File: config.mk
export PLATFORM = sky130hd
export DESIGN_NAME = signal_sequencer
export DESIGN_NICKNAME = d
export VERILOG_FILES = /design/src/rtl/signal_pkg.sv /design/src/rtl/cmd_fifo.sv /design/src/rtl/signal_sequencer.sv
export SDC_FILE = /design/constraint.sdc
export NUM_CORES = 1
export LEC_CHECK = 0
export ABC_AREA = 1
export ABC_CLOCK_PERIOD_IN_PS = 1600
export BUFFER_PORTS_ARGS = -buffer_cell sky130_fd_sc_hd__buf_2
export CAP_MARGIN = 15
export CORE_MARGIN = 8
export CORE_UTILIZATION = 55
export CTS_BUF_LIST = sky130_fd_sc_hd__clkbuf_2 sky130_fd_sc_hd__clkbuf_4 sky130_fd_sc_hd__clkbuf_8
export CTS_CLUSTER_DIAMETER = 100
export DETAILED_ROUTE_END_ITERATION = 8
export GPL_TIMING_DRIVEN = 0
export PLACE_DENSITY = 0.78
export SYNTH_ARGS = -nofsm -noshare
export SYNTH_HDL_FRONTEND = slang
export SYNTH_SLANG_ARGS = --single-unit
File: constraint.sdc
create_clock -name clock -period 1.6 [get_ports clock]
set_clock_uncertainty 0.1 [all_clocks]
set_input_delay 0.16 -clock clock [delete_from_list [all_inputs] [get_ports clock]]
set_output_delay 0.16 -clock clock [all_outputs]
set_load 0.02 [all_outputs]
File: src/rtl/signal_pkg.sv
// Shared types for the light-signal sequencer: phase colours, FSM states, one-hot decode.
// Pure declarations; no latency or backpressure of its own.
package signal_pkg;

    typedef enum logic [1:0] {
        GAP    = 2'd0,
        GREEN  = 2'd1,
        YELLOW = 2'd2,
        RED    = 2'd3
    } color_t;

    typedef enum logic {
        IDLE = 1'b0,
        RUN  = 1'b1
    } seq_state_t;

    // Bit order is {red, yellow, green}; GAP decodes to all lamps off.
    function automatic logic [2:0] color_onehot(input color_t c);
        logic [2:0] oh;
        oh = 3'b000;
        case (c)
            GREEN:   oh = 3'b001;
            YELLOW:  oh = 3'b010;
            RED:     oh = 3'b100;
            default: oh = 3'b000;
        endcase
        return oh;
    endfunction

endpackage

File: src/rtl/cmd_fifo.sv
// Phase-command FIFO, DEPTH x WIDTH, head visible combinationally (zero read latency).
// Pushes while full and pops while empty are ignored; full is the upstream backpressure.
module cmd_fifo
    import signal_pkg::*;
#(
    parameter int DEPTH = 4,
    parameter int WIDTH = 10
) (
    input  logic             clock,
    input  logic             reset,
    input  logic             push,
    input  logic [WIDTH-1:0] push_dat,
    input  logic             pop,
    output logic [WIDTH-1:0] head_dat,
    output logic             full,
    output logic             empty
);

    localparam int AW = $clog2(DEPTH);
    localparam logic [AW:0] PTR_ONE = {{AW{1'b0}}, 1'b1};

    logic [WIDTH-1:0] mem_q [DEPTH];
    logic [AW:0]      wr_ptr_q;
    logic [AW:0]      wr_ptr_d;
    logic [AW:0]      rd_ptr_q;
    logic [AW:0]      rd_ptr_d;
    logic             do_push;
    logic             do_pop;

    // Extra pointer MSB separates "wrapped once" (full) from "caught up" (empty).
    assign full     = (wr_ptr_q[AW] != rd_ptr_q[AW]) && (wr_ptr_q[AW-1:0] == rd_ptr_q[AW-1:0]);
    assign empty    = (wr_ptr_q == rd_ptr_q);
    assign do_push  = push && !full;
    assign do_pop   = pop && !empty;
    assign head_dat = mem_q[rd_ptr_q[AW-1:0]];

    always_comb begin
        wr_ptr_d = wr_ptr_q;
        rd_ptr_d = rd_ptr_q;
        if (do_push) begin
            wr_ptr_d = wr_ptr_q + PTR_ONE;
        end
        if (do_pop) begin
            rd_ptr_d = rd_ptr_q + PTR_ONE;
        end
    end

    always_ff @(posedge clock) begin
        if (reset) begin
            wr_ptr_q <= '0;
            rd_ptr_q <= '0;
        end else begin
            wr_ptr_q <= wr_ptr_d;
            rd_ptr_q <= rd_ptr_d;
        end
    end

    always_ff @(posedge clock) begin
        if (do_push) begin
            mem_q[wr_ptr_q[AW-1:0]] <= push_dat;
        end
    end

endmodule

File: src/rtl/signal_sequencer.sv
// Plays queued (colour, duration) phases back-to-back onto one-hot lamp outputs.
// Command to lamp: one cycle from an idle empty queue; cmd_ready = !fifo_full.
module signal_sequencer
    import signal_pkg::*;
#(
    parameter int DEPTH = 4,
    parameter int DUR_W = 8
) (
    input  logic             clock,
    input  logic             reset,
    input  logic             cmd_valid,
    output logic             cmd_ready,
    input  logic [1:0]       cmd_color,
    input  logic [DUR_W-1:0] cmd_dur,
    output logic             green,
    output logic             yellow,
    output logic             red,
    output logic [DUR_W-1:0] phase_timer,
    output logic             phase_done,
    output logic             busy,
    output logic             underrun
);

    localparam int CMD_W = 2 + DUR_W;
    localparam logic [DUR_W-1:0] DUR_ONE = {{(DUR_W-1){1'b0}}, 1'b1};

    seq_state_t       state_q;
    seq_state_t       state_d;
    logic [DUR_W-1:0] timer_q;
    logic [DUR_W-1:0] timer_d;
    logic [2:0]       color_q;
    logic [2:0]       color_d;
    logic             underrun_q;
    logic             underrun_d;

    logic             fifo_full;
    logic             fifo_empty;
    logic [CMD_W-1:0] fifo_head;
    logic             fifo_pop;
    logic             load;
    color_t           head_color;
    logic [DUR_W-1:0] head_dur;

    cmd_fifo #(
        .DEPTH (DEPTH),
        .WIDTH (CMD_W)
    ) u_cmd_fifo (
        .clock    (clock),
        .reset    (reset),
        .push     (cmd_valid),
        .push_dat ({cmd_color, cmd_dur}),
        .pop      (fifo_pop),
        .head_dat (fifo_head),
        .full     (fifo_full),
        .empty    (fifo_empty)
    );

    assign head_color = color_t'(fifo_head[DUR_W +: 2]);
    assign head_dur   = fifo_head[DUR_W-1:0];

    always_comb begin
        state_d    = state_q;
        timer_d    = timer_q;
        color_d    = color_q;
        underrun_d = underrun_q;
        load       = 1'b0;
        case (state_q)
            IDLE: begin
                if (!fifo_empty) begin
                    load = 1'b1;
                end
            end
            RUN: begin
                if (timer_q == DUR_ONE) begin
                    if (!fifo_empty) begin
                        load = 1'b1;
                    end else begin
                        state_d = IDLE;
                        timer_d = '0;
                        color_d = 3'b000;
                        // A GAP phase has no lamp lit, so running dry after it is benign.
                        if (|color_q) begin
                            underrun_d = 1'b1;
                        end
                    end
                end else begin
                    timer_d = timer_q - DUR_ONE;
                end
            end
            default: state_d = IDLE;
        endcase
        // Loading the next phase on the final edge of the current one leaves no gap cycle.
        if (load) begin
            state_d = RUN;
            timer_d = (head_dur == '0) ? DUR_ONE : head_dur;
            color_d = color_onehot(head_color);
        end
        fifo_pop = load;
    end

    always_ff @(posedge clock) begin
        if (reset) begin
            state_q    <= IDLE;
            timer_q    <= '0;
            color_q    <= 3'b000;
            underrun_q <= 1'b0;
        end else begin
            state_q    <= state_d;
            timer_q    <= timer_d;
            color_q    <= color_d;
            underrun_q <= underrun_d;
        end
    end

    assign cmd_ready   = !fifo_full;
    assign green       = color_q[0];
    assign yellow      = color_q[1];
    assign red         = color_q[2];
    assign phase_timer = timer_q;
    assign busy        = (state_q == RUN);
    assign phase_done  = (state_q == RUN) && (timer_q == DUR_ONE);
    assign underrun    = underrun_q;

endmodule

==> flow_metrics.tcl, run 1 <==
set metrics [dict create \
    outcome "complete, but fails checks" \
    violations "setup timing" \
    area_growth_pct 32.5 \
    ant_nets 0 \
    power_density_nw_per_um2 1780 \
    synth.yosys.seq_area_share_pct 59.7 \
    drv_cap 0 \
    syn_inst 283 \
    hold_depth 3 \
    core.rowCount 25 \
    htreeDepth 3 \
    pin_count 28 \
    r2r_cells 7 \
    whs_ps 49.6 \
    hold_class "input pin to register" \
    gp_congestion 0.873 \
    layout_min_cycle_time_ps 1640 \
    dr_wl_met2_mm 3.04 \
    max_freq_ghz 0.608 \
    fp.dieH_um 86.3 \
    synth_cell_types 32 \
    grt_max_degree 12 \
    setup_ws_ps -44.0 \
    drt_iter0_markers 145 \
    most-common-layout-cells "nand2_1, edfxtp_1, buf_2" \
    cts_buffers 9 \
    yosys.area.top_type "edfxtp_1" \
    avgSynthCellArea_um2 9.59 \
    start_kind "register" \
    antenna_found_initial 0 \
    cp.arrival_ps 1590 \
    seq_area_um2 1640 \
    vias 2136 \
    final_max_slew_viol_count 0 \
    portBuffers 27 \
    clkTransAtPathRegs_ps 70 \
    finalSetupViolCount 20 \
    hpwl_mm 3.64 \
    core-area_um2 4750 \
    totalWireLength_mm 5.97 \
    finalCritPeriodShare_pct 103 \
    rsz0062_at_grt "true" \
    ys_top_cells_by_area "edfxtp_1, dfxtp_1, nand2_1" \
    insertion_delay_ps 330 \
    power_leakage_nw 1.50 \
    wl_met1_mm 2.52 \
    die_area_um2 7440 \
    wl_per_cell_um 14.3 \
    grt_pass1_vias 1980 \
    first_pass_iters 4 \
    drive_gt1_share_pct 30.1 \
    clk_path_buf_depth 2 \
    cts_tree "done" \
    multiInputGateArea_um2 1070 \
    layout_commonest_cell "nand2_1" \
    track_usage_pct 15.7 \
    grt_pass1_wl_mm 8.93 \
    n_antenna_cell 0 \
    nets 367 \
    root_buffer "clkbuf_8" \
    synth_nets 303 \
    ir_worst_vdd_uv 1360 \
    critPathMaxFanout 10 \
    netlist_area_um2 2720 \
    drt-vias-per-instance 5.10 \
    ys_ff_latch 61 \
    route.top_layer_used "met4" \
    tightest_slew_ps 348 \
    hold_viol 0 \
    route.met3.wl_um 295 \
    critPathRequiredTime_ps 1550 \
    grt_overflow 0 \
    slew_headroom_pct 76.8 \
    critPathKind "register to register" \
    die_x_um 86.3 \
    clock-sinks 61 \
    drc 0 \
    fin_util_pct 75.7 \
    critPathCaptureType "register" \
    ys_warn_count 0 \
    initial_utilization_pct 57.1 \
    netlist.area_leader.share_pct 44.2 \
    fill_cells 349 \
]
[power breakdown]
group	switching [mW]	internal, mW	leakage, nW	total [mW]
Sequential	0.189	1.94	0.545	2.12
Combinational	1.67	1.00	0.833	2.67
Clock	0.589	1.03	0.121	1.62
[final cells by class]
cell class	count	area share (%)
Timing Repair Buffer	52	11.8
Buffer	8	1.36
Tap cell	67	2.33
Sequential cell	61	45.6
Clock buffer	9	3.44
Inverter	25	2.68
Clock inverter	7	3.13
Multi-Input combinational cell	190	29.6
[critical path, stage by stage, from the launching register on]
cell and delay, ps:
dfxtp_4 370, xor2_4 190, nor2_4 80, o21ai_4 90
nand2_4 120, buf_12 150, nor2_4 110, buf_12 140
[worst paths after layout]
| check | startpoint | to | slack [ps] |
|---|---|---|---|
| max | u_cmd_fifo.wr_ptr_q[0] | u_cmd_fifo.mem_q[2][8] | -40 |
| min | cmd_valid | u_cmd_fifo.wr_ptr_q[0] | 50 |
| max reg2reg | u_cmd_fifo.wr_ptr_q[0] | u_cmd_fifo.mem_q[2][8] | -40 |
| min reg2reg | underrun | underrun | 360 |
[state kept, by name, summed over array words and instances (netlist names), named ones only]
name and cells:
underrun 1, u_cmd_fifo.rd_ptr_q 3, busy 1, u_cmd_fifo.mem_q 40, phase_timer 8, color_q 3
u_cmd_fifo.wr_ptr_q 3
[layer usage]
| layer | track usage [%] | vias up |
|---|---|---|
| met1 | 17.5 | 997 |
| met3 | 4.16 | 11 |
| met4 | 9.86 | 0 |
| li1 | - | 1075 |
| met5 | 0 | - |
| met2 | 26.0 | 53 |
[metrics by stage]
stage | instances | setup TNS, ps | worst slack (ps) | area, µm² | power (mW)
after floorplan | 283 | 0 | 24.5 | 2760 | 3.84
after global placement | 377 | -3120 | -121 | 2980 | 4.36
after detailed placement | 377 | -4540 | -157 | 2980 | 4.41
after CTS | 414 | -7.42 | -7.42 | 3480 | 6.17
after global routing | 419 | -2020 | -89.3 | 3600 | 6.82
final | 419 | -822 | -44.0 | 3600 | 6.42
[Yosys cell counts, drive strengths merged]
library cell	count
inv	24
xnor2	1
nand3	24
nand3b	1
nand4	2
nand2	69
o21bai	1
edfxtp	40
o22a	1
a31oi	3
or3	1
ha	7
nor2	36
clkinv	1
buf	8
dfxtp	21
nor3	2
a21oi	11
o22ai	1
xor2	4
o21ai	25
[what timing repair did]
action,4_1_cts,5_1_grt
hold buffers,11,0
hold endpoints to repair,45,0
pin swaps,7,7
cloned,1,1
setup endpoints to repair,49,58
setup buffers,9,4
gates resized for setup,14,26
[cells by family (layout without fill, tap and decap cells)]
logic type	count (synthesis)	in the layout	share of synthesized area (%)
AO/OA/AOI/OAI	42	42	8.30
flip-flops	61	61	59.7
AND/OR/NAND/NOR	135	136	22.0
adder cells (fa/ha/maj)	7	7	3.23
XOR/XNOR	5	5	1.61
buffers and inverters	33	101	5.12
No activity file was read; power rests on OpenSTA's default activity.
==> inputs of run 2 (changes only) <==
--- a/config.mk
+++ b/config.mk
@@ -18,4 +18,5 @@
 export PLACE_DENSITY = 0.78
 export SYNTH_ARGS = -nofsm -noshare
 export SYNTH_HDL_FRONTEND = slang
+export SYNTH_HIERARCHICAL = 1
 export SYNTH_SLANG_ARGS = --single-unit
==> run 2 against run 1 <==
- the run still ends with setup timing left
- area after synthesis increased by 4.7%
- non-clock buffer count increased by 7
- clock power decreased by 25%
- global-route usage increased by 1.8 points
- sequential power increased by 3%
- critical path depth increased by 3
- worst setup slack improved by 10 ps
- synthesized cell count increased by 7.4%
- critical endpoint is now phase_timer[3]
- largest cell class unchanged
==> flow_metrics.tcl, run 2 <==
set metrics [dict create \
    first_pass_iters 4 \
    rrSetupSlack_ps -30 \
    hold_class "input pin to register" \
    track_usage_pct 17.4 \
    core-area_um2 5040 \
    final_max_slew_viol_count 0 \
    n_antenna_cell 0 \
    whs_ps 67.4 \
    synth.yosys.seq_area_share_pct 57.1 \
    ant_nets 0 \
    most-common-layout-cells "edfxtp_1, nor2_1, nand2_1" \
    cts_buffers 9 \
    p_total_mw 6.84 \
    yosys.area.top_type "edfxtp_1" \
    fp.dieH_um 87.9 \
    final_area_um2 3900 \
    synth_edf_count 40 \
    htreeDepth 3 \
    critPathRequiredTime_ps 1720 \
    nets 397 \
    hp-start "cmd_valid" \
    cts_tree "done" \
    hold_viol 0 \
    async_reset_ff_share_pct 0 \
    ir_worst_vdd_uv 920 \
    synth_common_cells "nor2_1, nand2_1, edfxtp_1, inv_1, o21ai_0" \
    layout_commonest_cell "edfxtp_1" \
    synth_most_common_cell "nor2_1" \
    drt_iter0_markers 120 \
    fin_util_pct 77.4 \
    area_growth_pct 37.4 \
    grt_pass1_wl_mm 10.2 \
    max_stage_delay_ps 390 \
    vias 2377 \
    drc 0 \
    totalWireLength_mm 7.03 \
    rsz0062_at_grt "true" \
    grt_overflow 0 \
    ys_ff_latch 61 \
    grt_pass1_vias 2252 \
    critPathKind "register to register" \
    root_buffer "clkbuf_8" \
    clock-sinks 61 \
    wl_per_cell_um 15.6 \
    crit_top_cell "nand2_4" \
    pin_count 28 \
    ys_top_cells_by_area "edfxtp_1, dfxtp_1, nor2_1" \
    power_density_nw_per_um2 1750 \
    tns_ps -166 \
    die_area_um2 7720 \
    avgSynthCellArea_um2 9.35 \
    r2r_start "u_cmd_fifo/rd_ptr_q[0]" \
    portBuffers 27 \
    clkTransAtPathRegs_ps 80 \
    syn_inst 304 \
    hpwl_mm 3.95 \
    worstSetupStartpoint "u_cmd_fifo/rd_ptr_q[0]" \
    cp_cell_sequence "inv_2, nand2_2, nand2_4, nand3_4, clkinvlp_4, nand2_4, buf_12, nand2_8, nand3_2, a21oi_2" \
    max_freq_ghz 0.612 \
    setup_ws_ps -33.8 \
    gp_congestion 0.831 \
    core.rowCount 26 \
    drt-vias-per-instance 5.26 \
    power_leakage_nw 1.60 \
    post_dp_cell_area_um2 3080 \
    netlist_area_um2 2840 \
    critPathMaxFanout 7 \
    finalCritPeriodShare_pct 102 \
    synth_cell_types 24 \
    slew_headroom_pct 76.1 \
    critPathCaptureType "register" \
    ys_warn_count 6 \
    die_x_um 87.9 \
    yosys_most_used_dff "edfxtp_1" \
    grt_max_degree 13 \
    clk_path_buf_depth 2 \
    layout_min_cycle_time_ps 1630 \
    violations "setup timing" \
    finalSetupViolCount 12 \
    crit_path_top_delay_cell "dfxtp_4" \
    insertion_delay_ps 340 \
    synth_nets 324 \
    initial_utilization_pct 56.4 \
    antenna_found_initial 0 \
    fill_cells 300 \
    drive_gt1_share_pct 42.4 \
    largest_reg_flops 40 \
    netlist.area_leader.share_pct 42.3 \
    tightest_slew_ps 355 \
    drv_cap 0 \
    outcome "complete, but fails checks" \
    cp.arrival_ps 1750 \
    start_kind "register" \
]
[run 2: cell count changes in the layout (fill, tap and decap cells not counted), moves of 5 or more]
cell / change
clkinvlp_4: +6
nand2_1: -32
inv_2: +5
o22ai_2: +5
nand2_2: +9
nand2_4: +6
nand3_1: -10
buf_4: +8
nor2_2: +5
nor2_1: +13
[run 2: worst paths after layout]
check / to / cells after the start
hold / removal: u_cmd_fifo/wr_ptr_q[1] / 3
setup reg to reg: phase_timer[3] / 10
setup / recovery: phase_timer[3] / 10
hold reg to reg: underrun / 2
[run 2: kinds of logic (layout without fill, tap and decap cells)]
family | after synthesis | count (layout) | synth area share [%]
and+or+nand+nor | 139 | 139 | 23.8
buffers and inverters | 40 | 118 | 5.37
DFF | 61 | 61 | 57.1
adders and majority gates | 7 | 7 | 3.08
AOI/OAI and AO/OA | 57 | 57 | 10.7
[run 2: where the power goes]
part	leakage [nW]	internal (mW)	switching, mW
Clock	0.0820	0.565	0.646
Combinational	0.973	1.39	2.06
Sequential	0.547	1.94	0.249
Total	1.60	3.89	2.95
[run 2: cell type report]
class / instances / area, µm² / share of cell area, %
Buffer: 6 / 46.3 / 1.19
Clock buffer: 9 / 124 / 3.17
Clock inverter: 7 / 50.0 / 1.28
Inverter: 34 / 138 / 3.53
Multi-Input combinational cell: 203 / 1300 / 33.4
Sequential cell: 61 / 1650 / 42.4
Tap cell: 70 / 87.6 / 2.24
Timing Repair Buffer: 61 / 493 / 12.6
Timing Repair inverter: 1 / 7.51 / 0.192
[run 2: worst max-delay path: cells and delay by family (launching register included)]
kind                   cells  cell delay (ps)
AND/OR/NAND/NOR            6              590
flip-flops                 1              390
buffers and inverters      3              380
AO/OA/AOI/OAI              1               50
[run 2: stage by stage]
stage	setup WS (ps)	std cells
finish	-33.8	452
global placement	-505	401
floorplan	-148	304
CTS	-2.50	438
detailed placement	-582	401
global route	-97.1	452
[run 2: layer usage]
metal	share of wire (%)	wire, µm	vias up	GRT usage, %
met4	1.4	101	0	7.97
li1	-	-	1180	-
met1	43	2990	1126	19.9
met2	51	3580	62	29.7
met5	0	0	-	0
met3	5.0	355	9	4.60
[run 2: timing repair]
action | in CTS | in global routing
gates resized for setup | 40 | 76
gates cloned | 0 | 2
hold endpoints to repair | 45 | 3
endpoints found under the setup margin | 59 | 46
setup buffers | 11 | 10
hold buffers | 10 | 2
pin swaps | 8 | 33
